### config.mk
export PLATFORM = sky130hd
export DESIGN_NAME = regfile_sequencer
export DESIGN_NICKNAME = d
export VERILOG_FILES = /design/src/rtl/regfile_sequencer.sv
export SDC_FILE = /design/constraint.sdc
export NUM_CORES = 1
export LEC_CHECK = 0
export ABC_AREA = 0
export CORE_ASPECT_RATIO = 1.75
export CORE_MARGIN = 5
export CORE_UTILIZATION = 51
export CTS_CLUSTER_SIZE = 14
export DETAILED_ROUTE_END_ITERATION = 10
export MAX_ROUTING_LAYER = met4
export PLACE_DENSITY = 0.84
export SLEW_MARGIN = 5
export SYNTH_ARGS = -nofsm -noshare
export SYNTH_HDL_FRONTEND = slang
export SYNTH_SLANG_ARGS = --single-unit
### constraint.sdc
create_clock -name clk -period 5.21 [get_ports clk]
set_clock_uncertainty 0.1 [all_clocks]
set_input_delay 1.042 -clock clk [delete_from_list [all_inputs] [get_ports clk]]
set_output_delay 1.042 -clock clk [all_outputs]
set_load 0.02 [all_outputs]
### src/rtl/regfile_sequencer.sv
// ============================================================================
// Module      : regfile_sequencer
// Description : Multi-cycle fetch/decode/execute controller for the 16-bit
//               core register file. Fetches over a req/ack memory port using
//               the PC (R7) read through regfile port 0, then steers the
//               regfile selects, write enable, PC increment, ALU op and
//               immediate for one instruction at a time.
// Revision    : 1.0 - initial release
// ============================================================================
`timescale 1ns/1ps
`default_nettype none

module regfile_sequencer #(
   parameter int unsigned ACK_TIMEOUT = 255
) (
   input  logic        clk,
   input  logic        reset,
   input  logic        run,
   input  logic [15:0] rd0,
   output logic        mem_req,
   output logic [15:0] mem_addr,
   input  logic        mem_ack,
   input  logic [15:0] mem_rdata,
   output logic [2:0]  regr0s,
   output logic [2:0]  regr1s,
   output logic [2:0]  regws,
   output logic        we,
   output logic        incr_pc,
   output logic [2:0]  alu_op,
   output logic [15:0] imm,
   output logic        wb_sel,
   output logic        halted,
   output logic        fault
);

   // FSM state encoding
   localparam logic [2:0] c_ST_IDLE   = 3'd0;
   localparam logic [2:0] c_ST_FETCH  = 3'd1;
   localparam logic [2:0] c_ST_WAIT   = 3'd2;
   localparam logic [2:0] c_ST_DECODE = 3'd3;
   localparam logic [2:0] c_ST_EXEC   = 3'd4;
   localparam logic [2:0] c_ST_WB     = 3'd5;
   localparam logic [2:0] c_ST_HALTED = 3'd6;
   localparam logic [2:0] c_ST_FAULT  = 3'd7;

   // Opcodes
   localparam logic [3:0] c_OP_ADD = 4'h1;
   localparam logic [3:0] c_OP_SUB = 4'h2;
   localparam logic [3:0] c_OP_AND = 4'h3;
   localparam logic [3:0] c_OP_OR  = 4'h4;
   localparam logic [3:0] c_OP_LDI = 4'h5;
   localparam logic [3:0] c_OP_BR  = 4'h6;
   localparam logic [3:0] c_OP_HLT = 4'hF;

   // ALU operation codes
   localparam logic [2:0] c_ALU_ADD = 3'd0;
   localparam logic [2:0] c_ALU_SUB = 3'd1;
   localparam logic [2:0] c_ALU_AND = 3'd2;
   localparam logic [2:0] c_ALU_OR  = 3'd3;

   // R7 holds the program counter
   localparam logic [2:0]  c_PC_REG    = 3'd7;
   // Last WAIT cycle count that may still accept an ack
   localparam logic [15:0] c_WAIT_LAST = 16'(ACK_TIMEOUT - 1);

   logic [2:0]  r_state;
   logic [2:0]  w_state_nxt;

   // Only opcode and destination are needed after DECODE; the rest of the
   // instruction word is consumed directly into the select/imm registers.
   logic [3:0]  r_ir_op;
   logic [2:0]  r_ir_rd;
   logic [15:0] r_wait_cnt;
   logic        w_timeout;

   logic        r_mem_req;
   logic [15:0] r_mem_addr;
   logic [2:0]  r_regr0s;
   logic [2:0]  r_regr1s;
   logic [2:0]  r_regws;
   logic        r_we;
   logic        r_incr_pc;
   logic [2:0]  r_alu_op;
   logic [15:0] r_imm;
   logic        r_wb_sel;
   logic        r_halted;
   logic        r_fault;

   logic        w_mem_req_nxt;
   logic [15:0] w_mem_addr_nxt;
   logic [2:0]  w_regr0s_nxt;
   logic [2:0]  w_regr1s_nxt;
   logic [2:0]  w_regws_nxt;
   logic        w_we_nxt;
   logic        w_incr_pc_nxt;
   logic [2:0]  w_alu_op_nxt;
   logic [15:0] w_imm_nxt;
   logic        w_wb_sel_nxt;
   logic        w_halted_nxt;
   logic        w_fault_nxt;
   logic [3:0]  w_ir_op_nxt;
   logic [2:0]  w_ir_rd_nxt;
   logic [15:0] w_wait_cnt_nxt;

   logic [15:0] w_sext9;
   logic [2:0]  w_dec_alu_op;
   logic [15:0] w_dec_imm;
   logic        w_dec_wb_sel;
   logic        w_wb_we;
   logic [2:0]  w_wb_regws;
   logic        w_wb_incr_pc;

   assign w_timeout = (r_wait_cnt == c_WAIT_LAST);
   assign w_sext9   = {{7{mem_rdata[8]}}, mem_rdata[8:0]};

   // Decode the incoming instruction word for the values latched on entry to DECODE
   always_comb begin
      w_dec_alu_op = c_ALU_ADD;
      w_dec_imm    = 16'h0000;
      w_dec_wb_sel = 1'b0;
      case (mem_rdata[15:12])
         c_OP_ADD: w_dec_alu_op = c_ALU_ADD;
         c_OP_SUB: w_dec_alu_op = c_ALU_SUB;
         c_OP_AND: w_dec_alu_op = c_ALU_AND;
         c_OP_OR:  w_dec_alu_op = c_ALU_OR;
         c_OP_LDI: begin
            w_dec_imm    = w_sext9;
            w_dec_wb_sel = 1'b1;
         end
         c_OP_BR: begin
            w_dec_imm    = {w_sext9[14:0], 1'b0};
            w_dec_wb_sel = 1'b1;
         end
         default: ;
      endcase
   end

   // Writeback strobes from the latched opcode; a write to R7 suppresses the PC increment
   always_comb begin
      w_wb_we    = 1'b0;
      w_wb_regws = 3'd0;
      case (r_ir_op)
         c_OP_ADD, c_OP_SUB, c_OP_AND, c_OP_OR, c_OP_LDI: begin
            w_wb_regws = r_ir_rd;
            w_wb_we    = (r_ir_rd != 3'd0);
         end
         c_OP_BR: begin
            w_wb_regws = c_PC_REG;
            w_wb_we    = 1'b1;
         end
         default: ;
      endcase
      w_wb_incr_pc = (r_ir_op != c_OP_HLT) && !(w_wb_we && (w_wb_regws == c_PC_REG));
   end

   // State register
   always_ff @(posedge clk) begin
      if (reset) begin
         r_state <= c_ST_IDLE;
      end else begin
         r_state <= w_state_nxt;
      end
   end

   // Next-state logic
   always_comb begin
      w_state_nxt = r_state;
      case (r_state)
         c_ST_IDLE:   if (run) w_state_nxt = c_ST_FETCH;
         c_ST_FETCH:  w_state_nxt = c_ST_WAIT;
         c_ST_WAIT: begin
            if (mem_ack) begin
               w_state_nxt = c_ST_DECODE;
            end else if (w_timeout) begin
               w_state_nxt = c_ST_FAULT;
            end
         end
         c_ST_DECODE: w_state_nxt = c_ST_EXEC;
         c_ST_EXEC:   w_state_nxt = c_ST_WB;
         c_ST_WB: begin
            if (r_ir_op == c_OP_HLT) begin
               w_state_nxt = c_ST_HALTED;
            end else if (run) begin
               w_state_nxt = c_ST_FETCH;
            end else begin
               w_state_nxt = c_ST_IDLE;
            end
         end
         c_ST_HALTED: w_state_nxt = c_ST_HALTED;
         c_ST_FAULT:  w_state_nxt = c_ST_FAULT;
         default:     w_state_nxt = c_ST_IDLE;
      endcase
   end

   // Output logic: next values of the registered outputs, keyed on the transition taken
   always_comb begin
      w_mem_req_nxt  = r_mem_req;
      w_mem_addr_nxt = r_mem_addr;
      w_regr0s_nxt   = r_regr0s;
      w_regr1s_nxt   = r_regr1s;
      w_regws_nxt    = r_regws;
      w_we_nxt       = 1'b0;
      w_incr_pc_nxt  = 1'b0;
      w_alu_op_nxt   = r_alu_op;
      w_imm_nxt      = r_imm;
      w_wb_sel_nxt   = r_wb_sel;
      w_halted_nxt   = r_halted;
      w_fault_nxt    = r_fault;
      w_ir_op_nxt    = r_ir_op;
      w_ir_rd_nxt    = r_ir_rd;
      w_wait_cnt_nxt = r_wait_cnt;
      case (r_state)
         c_ST_IDLE: begin
            // point port 0 at the PC for the coming FETCH cycle
            if (run) w_regr0s_nxt = c_PC_REG;
         end
         c_ST_FETCH: begin
            w_mem_addr_nxt = rd0;
            w_mem_req_nxt  = 1'b1;
            w_wait_cnt_nxt = 16'd0;
         end
         c_ST_WAIT: begin
            if (mem_ack) begin
               w_mem_req_nxt = 1'b0;
               w_ir_op_nxt   = mem_rdata[15:12];
               w_ir_rd_nxt   = mem_rdata[11:9];
               w_regr0s_nxt  = mem_rdata[8:6];
               w_regr1s_nxt  = mem_rdata[5:3];
               w_alu_op_nxt  = w_dec_alu_op;
               w_imm_nxt     = w_dec_imm;
               w_wb_sel_nxt  = w_dec_wb_sel;
            end else if (w_timeout) begin
               w_mem_req_nxt = 1'b0;
               w_fault_nxt   = 1'b1;
            end else begin
               w_wait_cnt_nxt = r_wait_cnt + 16'd1;
            end
         end
         c_ST_EXEC: begin
            w_we_nxt      = w_wb_we;
            w_incr_pc_nxt = w_wb_incr_pc;
            w_regws_nxt   = w_wb_regws;
         end
         c_ST_WB: begin
            if (r_ir_op == c_OP_HLT) begin
               w_halted_nxt = 1'b1;
            end else if (run) begin
               w_regr0s_nxt = c_PC_REG;
            end
         end
         default: ;
      endcase
   end

   // Output and datapath registers; reset clears everything including sticky flags
   always_ff @(posedge clk) begin
      if (reset) begin
         r_mem_req  <= 1'b0;
         r_mem_addr <= 16'h0000;
         r_regr0s   <= 3'd0;
         r_regr1s   <= 3'd0;
         r_regws    <= 3'd0;
         r_we       <= 1'b0;
         r_incr_pc  <= 1'b0;
         r_alu_op   <= 3'd0;
         r_imm      <= 16'h0000;
         r_wb_sel   <= 1'b0;
         r_halted   <= 1'b0;
         r_fault    <= 1'b0;
         r_ir_op    <= 4'h0;
         r_ir_rd    <= 3'd0;
         r_wait_cnt <= 16'd0;
      end else begin
         r_mem_req  <= w_mem_req_nxt;
         r_mem_addr <= w_mem_addr_nxt;
         r_regr0s   <= w_regr0s_nxt;
         r_regr1s   <= w_regr1s_nxt;
         r_regws    <= w_regws_nxt;
         r_we       <= w_we_nxt;
         r_incr_pc  <= w_incr_pc_nxt;
         r_alu_op   <= w_alu_op_nxt;
         r_imm      <= w_imm_nxt;
         r_wb_sel   <= w_wb_sel_nxt;
         r_halted   <= w_halted_nxt;
         r_fault    <= w_fault_nxt;
         r_ir_op    <= w_ir_op_nxt;
         r_ir_rd    <= w_ir_rd_nxt;
         r_wait_cnt <= w_wait_cnt_nxt;
      end
   end

   assign mem_req  = r_mem_req;
   assign mem_addr = r_mem_addr;
   assign regr0s   = r_regr0s;
   assign regr1s   = r_regr1s;
   assign regws    = r_regws;
   assign we       = r_we;
   assign incr_pc  = r_incr_pc;
   assign alu_op   = r_alu_op;
   assign imm      = r_imm;
   assign wb_sel   = r_wb_sel;
   assign halted   = r_halted;
   assign fault    = r_fault;

endmodule

`default_nettype wire

==> impl_metrics.py, run 1 <==
metrics = {
    "synthesis": {
        "synth.avg_cell_area_um2": 8.052,
        "ys_types": 46,
        "synth_seq_cells": 69,
        "syn_inst": 381,
        "yosys-top-cells-area": "dfxtp_1 45%, a21oi_1 8.8%, nand2_1 8.7%, nor2_1 3.5%, nor3_1 3.4%",
        "synth-async-reset-ratio_pct": 0,
        "ys_seq_area_share_pct": 45.02,
        "synthTopCellsByCount": "71 x nand2_1, 69 x dfxtp_1, 54 x a21oi_1, 29 x nor2_1, 21 x nor3_1",
        "synth_area_mm2": 0.003068,
        "synth_edf_count": 0,
        "yosys.area.top_type_share_pct": 45.02,
        "synth_ff_type": "dfxtp_1",
        "synth_fp_nets": 419,
        "ys_warn_count": 0,
        "synth_top_area_cell": "dfxtp_1",
        "yosysMostFrequentCell": "nand2_1",
    },
    "cts": {
        "numCtsBuffers": 9,
        "clkTransAtPathRegs_ps": 80,
        "cts_root_buffer": "clkbuf_8",
        "cts_sinks": 69,
        "cts_tree": "done",
        "cts_buffer_depth": 2,
        "clk_latency_ps": 350,
        "postCtsSetupBuffers": 0,
        "ctsResizeCount": 0,
        "hold_buffers": 0,
        "cts_htree_levels": 3,
    },
    "worst_setup_path": {
        "criticalPathCategory": "in2reg",
        "end_kind": "register",
        "start_kind": "primary input",
        "worstPathArrival_ps": 3230,
        "reg2reg_slack_ps": 2450,
        "cp_max_fo": 14,
        "required_ps": 5370,
    },
    "detailed_routing": {
        "ant_nets": 0,
        "viasPerCell": 5.522,
        "highest_layer": "met4",
        "post_drt_wl_per_cell_um": 14.95,
        "dr_wl_met3_um": 415,
        "post-route-drc-count": 0,
        "first_pass_iters": 4,
        "wl_met1_um": 2917,
        "vias": 2899,
        "drt_iter0_drc": 189,
        "route.met2.wl_um": 4271,
        "wirelength_um": 7851,
    },
    "sta": {
        "hold_viol_final": 0,
        "fin_worst_hold_slack_ps": 354.6,
        "setup_violations": 0,
        "grt_setup_unrepaired": "no",
        "final.setup.tns_ps": 0,
        "maxSlewViolCount": 0,
        "period_share_pct": 58.89,
        "slew_headroom_pct": 24.35,
        "min_period_ps": 3068,
        "worst_pin_slew_ps": 1131,
        "clock.fmax_ghz": 0.3259,
    },
    "global_routing": {
        "grt_pass1_wl_um": 12900,
        "antenna_found_initial": 0,
        "grt-ovfl-total": 0,
        "grt_max_degree": 63,
        "track_usage_pct": 22.55,
        "grt_pass1_vias": 2874,
    },
    "floorplanning": {
        "core_mm2": 0.005879,
        "ioPinCount": 86,
        "row_count": 37,
        "fp.dieW_um": 68.63,
        "die_h_um": 112.6,
        "die_area_mm2": 0.007728,
        "start_util_pct": 52.18,
    },
    "worst_hold_path": {
        "hold_class": "reg2reg",
    },
    "power_and_ir_drop": {
        "ir_worst_vdd_uv": 217.7,
        "power_leakage_nw": 1.378,
        "p_per_area_mw_per_mm2": 316.8,
    },
    "place": {
        "gp_congestion": 0.8611,
        "io_buffers": 84,
        "detailed_place_hpwl_um": 5766,
    },
    "layout": {
        "fill_cells": 517,
        "area_growth_pct": 32.10,
        "nets": 480,
        "drive_gt1_share_pct": 4.698,
        "antennaDiodeCount": 0,
    },
    "job": {
        "maxCapViolations": 0,
    },
    "run_status": {
        "status": "complete, no violations",
    },
}
-- metrics by stage --
| step | total power [mW] | cell area [um2] | setup WS, ps | cells | utilization (%) |
|---|---|---|---|---|---|
| 6_report | 1.284 | 4053 | 2142 | 525 | 68.93 |
| 2_1_floorplan | 0.7140 | 3068 | 2755 | 381 | - |
| 3_3_place_gp | 0.8044 | 3827 | 1935 | 509 | 65.10 |
| 5_1_grt | 1.350 | 4053 | 2077 | 525 | 68.93 |
| 3_5_place_dp | 0.8078 | 3827 | 1832 | 509 | 65.10 |
| 4_1_cts | 1.293 | 4053 | 2197 | 525 | 68.93 |
-- cell type report --
type	count	area [um2]	area share, %
Multi-Input combinational cell	269	1475	36.40
Sequential cell	69	1381	34.08
Timing Repair Buffer	85	843.3	20.81
Clock buffer	12	155.1	3.828
Tap cell	78	97.59	2.408
Clock inverter	4	70.07	1.729
Inverter	8	30.03	0.7410
-- worst max-delay path, cell delays in order --
cell,delay [ps]
clkdlybuf4s50_1,530
or4b_1,810
nor2_1,460
a21oi_1,130
a211oi_1,260
-- logic make-up (layout without fill, tap and decap cells) --
| group | after synthesis | count (layout) | share of synthesized area (%) |
|---|---|---|---|
| adders and majority gates | 2 | 2 | 0.8155 |
| DFF | 69 | 69 | 45.02 |
| xor gates and xnor gates | 10 | 10 | 2.855 |
| other | 1 | 1 | 0.1222 |
| AOI/OAI and AO/OA | 85 | 85 | 16.40 |
| muxes | 1 | 1 | 0.3263 |
| buffers and inverters | 43 | 109 | 6.892 |
| and+or+nand+nor | 170 | 170 | 27.57 |
-- placed cells by master (no fill, tap or decap), types with 5 or more instances in the layout --
cell,synthesis,final
and4_1,6,6
o21ai_0,8,8
a221oi_1,10,10
nor2_1,29,29
nand2_1,71,71
nand3_1,8,8
clkbuf_8,0,11
inv_1,8,8
xnor2_1,7,7
nor3_1,21,21
clkdlybuf4s50_1,0,83
a21oi_1,54,54
and3_1,5,5
dfxtp_1,69,69
-- registers in the layout, indices dropped and copies added (netlist names) --
register / count
fault: 1
r_wait_cnt: 16
halted: 1
r_ir_op: 4
alu_op: 2
r_state: 3
wb_sel: 1
mem_addr: 16
regr1s: 3
imm: 10
regr0s: 3
r_ir_rd: 3
mem_req: 1
regws: 3
incr_pc: 1
we: 1
-- worst paths after layout --
path,start,endpoint,cells after the start
max reg2reg,r_state[1],imm[14],5
min,mem_addr[11],mem_addr[11],2
max,mem_ack,r_wait_cnt[4],5
min reg2reg,mem_addr[11],mem_addr[11],2
-- layer usage --
layer / vias to the layer above / GRT usage [%]
met5: - / -
met4: 0 / 11.02
met3: 23 / 6.807
met2: 96 / 38.03
met1: 1344 / 22.63
li1: 1436 / -
-- power by group --
group          leakage [nW]  switching, mW  internal (mW)
clock network         0.116          0.195          0.294
registers             0.560         0.0226          0.557
logic                 0.702          0.119         0.0968
total                  1.38          0.336          0.948
(Power assumes the default switching activity.)
==> run 2, diff against run 1 <==
--- a/config.mk
+++ b/config.mk
@@ -8,11 +8,11 @@
 export ABC_AREA = 0
 export CORE_ASPECT_RATIO = 1.75
 export CORE_MARGIN = 5
-export CORE_UTILIZATION = 51
+export CORE_UTILIZATION = 43
 export CTS_CLUSTER_SIZE = 14
 export DETAILED_ROUTE_END_ITERATION = 10
 export MAX_ROUTING_LAYER = met4
-export PLACE_DENSITY = 0.84
+export PLACE_DENSITY = 0.76
 export SLEW_MARGIN = 5
 export SYNTH_ARGS = -nofsm -noshare
 export SYNTH_HDL_FRONTEND = slang
==> constraint.sdc (replaced) <==
create_clock -name clk -period 2.69 [get_ports clk]
set_clock_uncertainty 0.1 [all_clocks]
set_input_delay 0.538 -clock clk [delete_from_list [all_inputs] [get_ports clk]]
set_output_delay 0.538 -clock clk [all_outputs]
set_load 0.02 [all_outputs]
==> impl_metrics.py, run 2 (synthesis gave the netlist of run 1 again) <==
metrics = {
    "worst_setup_path": {
        "required_ps": 2790,
        "criticalPathCategory": "in2reg",
        "slowest_delay_ps": 520,
        "start_kind": "primary input",
        "reg2regPathDepth": 7,
        "reg2reg_slack_ps": 570,
        "end_kind": "register",
        "rr_endpoint": "r_wait_cnt[4]",
        "crit_buf_inv": 2,
        "crit_chain": "clkdlybuf4s50_1, or4b_1, buf_4, nor4_1, xnor2_1, nor2_1",
        "worstPathArrival_ps": 2340,
        "worst_path_max_delay_cell": "or4b_1",
        "cp_max_fo": 13,
        "cp_num_cells": 6,
        "cp_top_family": "simple AND/OR/NAND/NOR gates",
        "r2r_start": "r_wait_cnt[0]",
    },
    "layout": {
        "fill_cells": 605,
        "final_cells": 542,
        "fin_util_pct": 60.60,
        "area_growth_pct": 36.42,
        "final_area_mm2": 0.004185,
        "layout_common_cells": "83 x clkdlybuf4s50_1, 71 x nand2_1, 69 x dfxtp_1, 54 x a21oi_1, 29 x nor2_1",
        "final_common_cell": "clkdlybuf4s50_1",
        "nets": 492,
        "antennaDiodeCount": 0,
        "drive_gt1_share_pct": 6.550,
    },
    "global_routing": {
        "grt-ovfl-total": 0,
        "track_usage_pct": 20.01,
        "grt_pass1_vias": 2862,
        "antenna_found_initial": 0,
        "grt_pass1_wl_um": 13470,
        "grt_max_degree": 35,
    },
    "floorplanning": {
        "die_area_mm2": 0.008991,
        "fp.dieW_um": 73.85,
        "core_mm2": 0.006907,
        "row_count": 40,
        "start_util_pct": 44.42,
        "die_h_um": 121.7,
        "ioPinCount": 86,
    },
    "place": {
        "place_area_mm2": 0.003925,
        "gp_congestion": 1.018,
        "placed_cells": 527,
        "io_buffers": 84,
        "detailed_place_hpwl_um": 6193,
        "post-place-ws_ps": 131.9,
    },
    "detailed_routing": {
        "post_drt_wl_per_cell_um": 15.31,
        "vias": 2915,
        "ant_nets": 0,
        "viasPerCell": 5.378,
        "first_pass_iters": 4,
        "post-route-drc-count": 0,
        "drt_iter0_drc": 98,
        "wirelength_um": 8299,
    },
    "cts": {
        "postCtsSetupBuffers": 0,
        "ctsResizeCount": 0,
        "cts_buffer_depth": 2,
        "clk_latency_ps": 320,
        "clkTransAtPathRegs_ps": 50,
        "cts_root_buffer": "clkbuf_16",
        "numCtsBuffers": 9,
        "cts_tree": "done",
        "hold_buffers": 0,
        "cts_htree_levels": 3,
        "cts_sinks": 69,
    },
    "sta": {
        "clock.fmax_ghz": 0.4473,
        "period_share_pct": 83.11,
        "fin_ws_ps": 454.3,
        "slew_headroom_pct": 63.55,
        "maxSlewViolCount": 0,
        "hold_viol_final": 0,
        "worst_pin_slew_ps": 546.7,
        "min_period_ps": 2236,
        "setup_violations": 0,
        "fin_worst_hold_slack_ps": 351.2,
        "final.setup.tns_ps": 0,
        "grt_setup_unrepaired": "no",
    },
    "run_status": {
        "status": "complete, no violations",
    },
    "worst_hold_path": {
        "hold_class": "reg2reg",
        "worstHoldEndpoint": "mem_addr[2]",
        "whs_path_depth": 2,
        "worstHoldStart": "mem_addr[2]",
    },
    "power_and_ir_drop": {
        "p_per_area_mw_per_mm2": 619.6,
        "power_leakage_nw": 1.449,
        "p_int_mw": 1.923,
        "p_sw_uw": 669.9,
        "ir_worst_vdd_uv": 514.8,
        "p_comb_share_pct": 17.0,
        "seqPwrFrac_pct": 43.4,
        "p_clk_share_pct": 39.6,
        "sw_frac_of_total_pct": 25.83,
        "total_power_mw": 2.593,
    },
    "job": {
        "maxCapViolations": 0,
    },
}
[run 2: changes by cell type in the layout (fill, tap and decap cells not counted)]
cell,change
buf_4,+12
clkbuf_8,-10
clkbuf_16,+9
bufinv_16,-2
clkbuf_1,+2
[run 2: worst max path at each step]
stage / to / from / slack, ps
2_1_floorplan: r_wait_cnt[13] / mem_ack / 740
3_3_place_gp: r_wait_cnt[11] / mem_ack / 240
3_5_place_dp: r_wait_cnt[11] / mem_ack / 130
4_1_cts: r_wait_cnt[11] / mem_ack / 470
5_1_grt: r_wait_cnt[11] / mem_ack / 400
6_report: r_wait_cnt[11] / mem_ack / 450
[run 2: tightest hold or removal path: cells and delay by family, from the launching register on]
kind / cells / cell delay, ps
AND/OR/NAND/NOR: 1 / 50
flip-flops: 1 / 300
AO/OA/AOI/OAI: 1 / 50
[run 2: per-layer routing]
layer | wire, um | global-route usage (%)
met2 | 4600 | 34.50
met3 | 266 | 4.377
met4 | 327 | 11.11
met1 | 3105 | 20.36
met5 | 0 | -
[run 2: layout make-up]
class | instances | area (um2) | share of cell area [%]
Clock inverter | 2 | 10.01 | 0.2392
Timing Repair Buffer | 97 | 933.4 | 22.30
Tap cell | 84 | 105.1 | 2.511
Clock buffer | 13 | 250.2 | 5.979
Sequential cell | 69 | 1381 | 33.00
Multi-Input combinational cell | 269 | 1475 | 35.25
Inverter | 8 | 30.03 | 0.7175
[run 2: power by group through the flow]
stage	Combinational, mW	Sequential, mW	Clock, mW
after floorplan	0.201	1.18	0
after CTS	0.444	1.12	1.07
final	0.440	1.13	1.03
after detailed placement	0.442	1.15	0
after global routing	0.478	1.13	1.11
after global placement	0.436	1.14	0
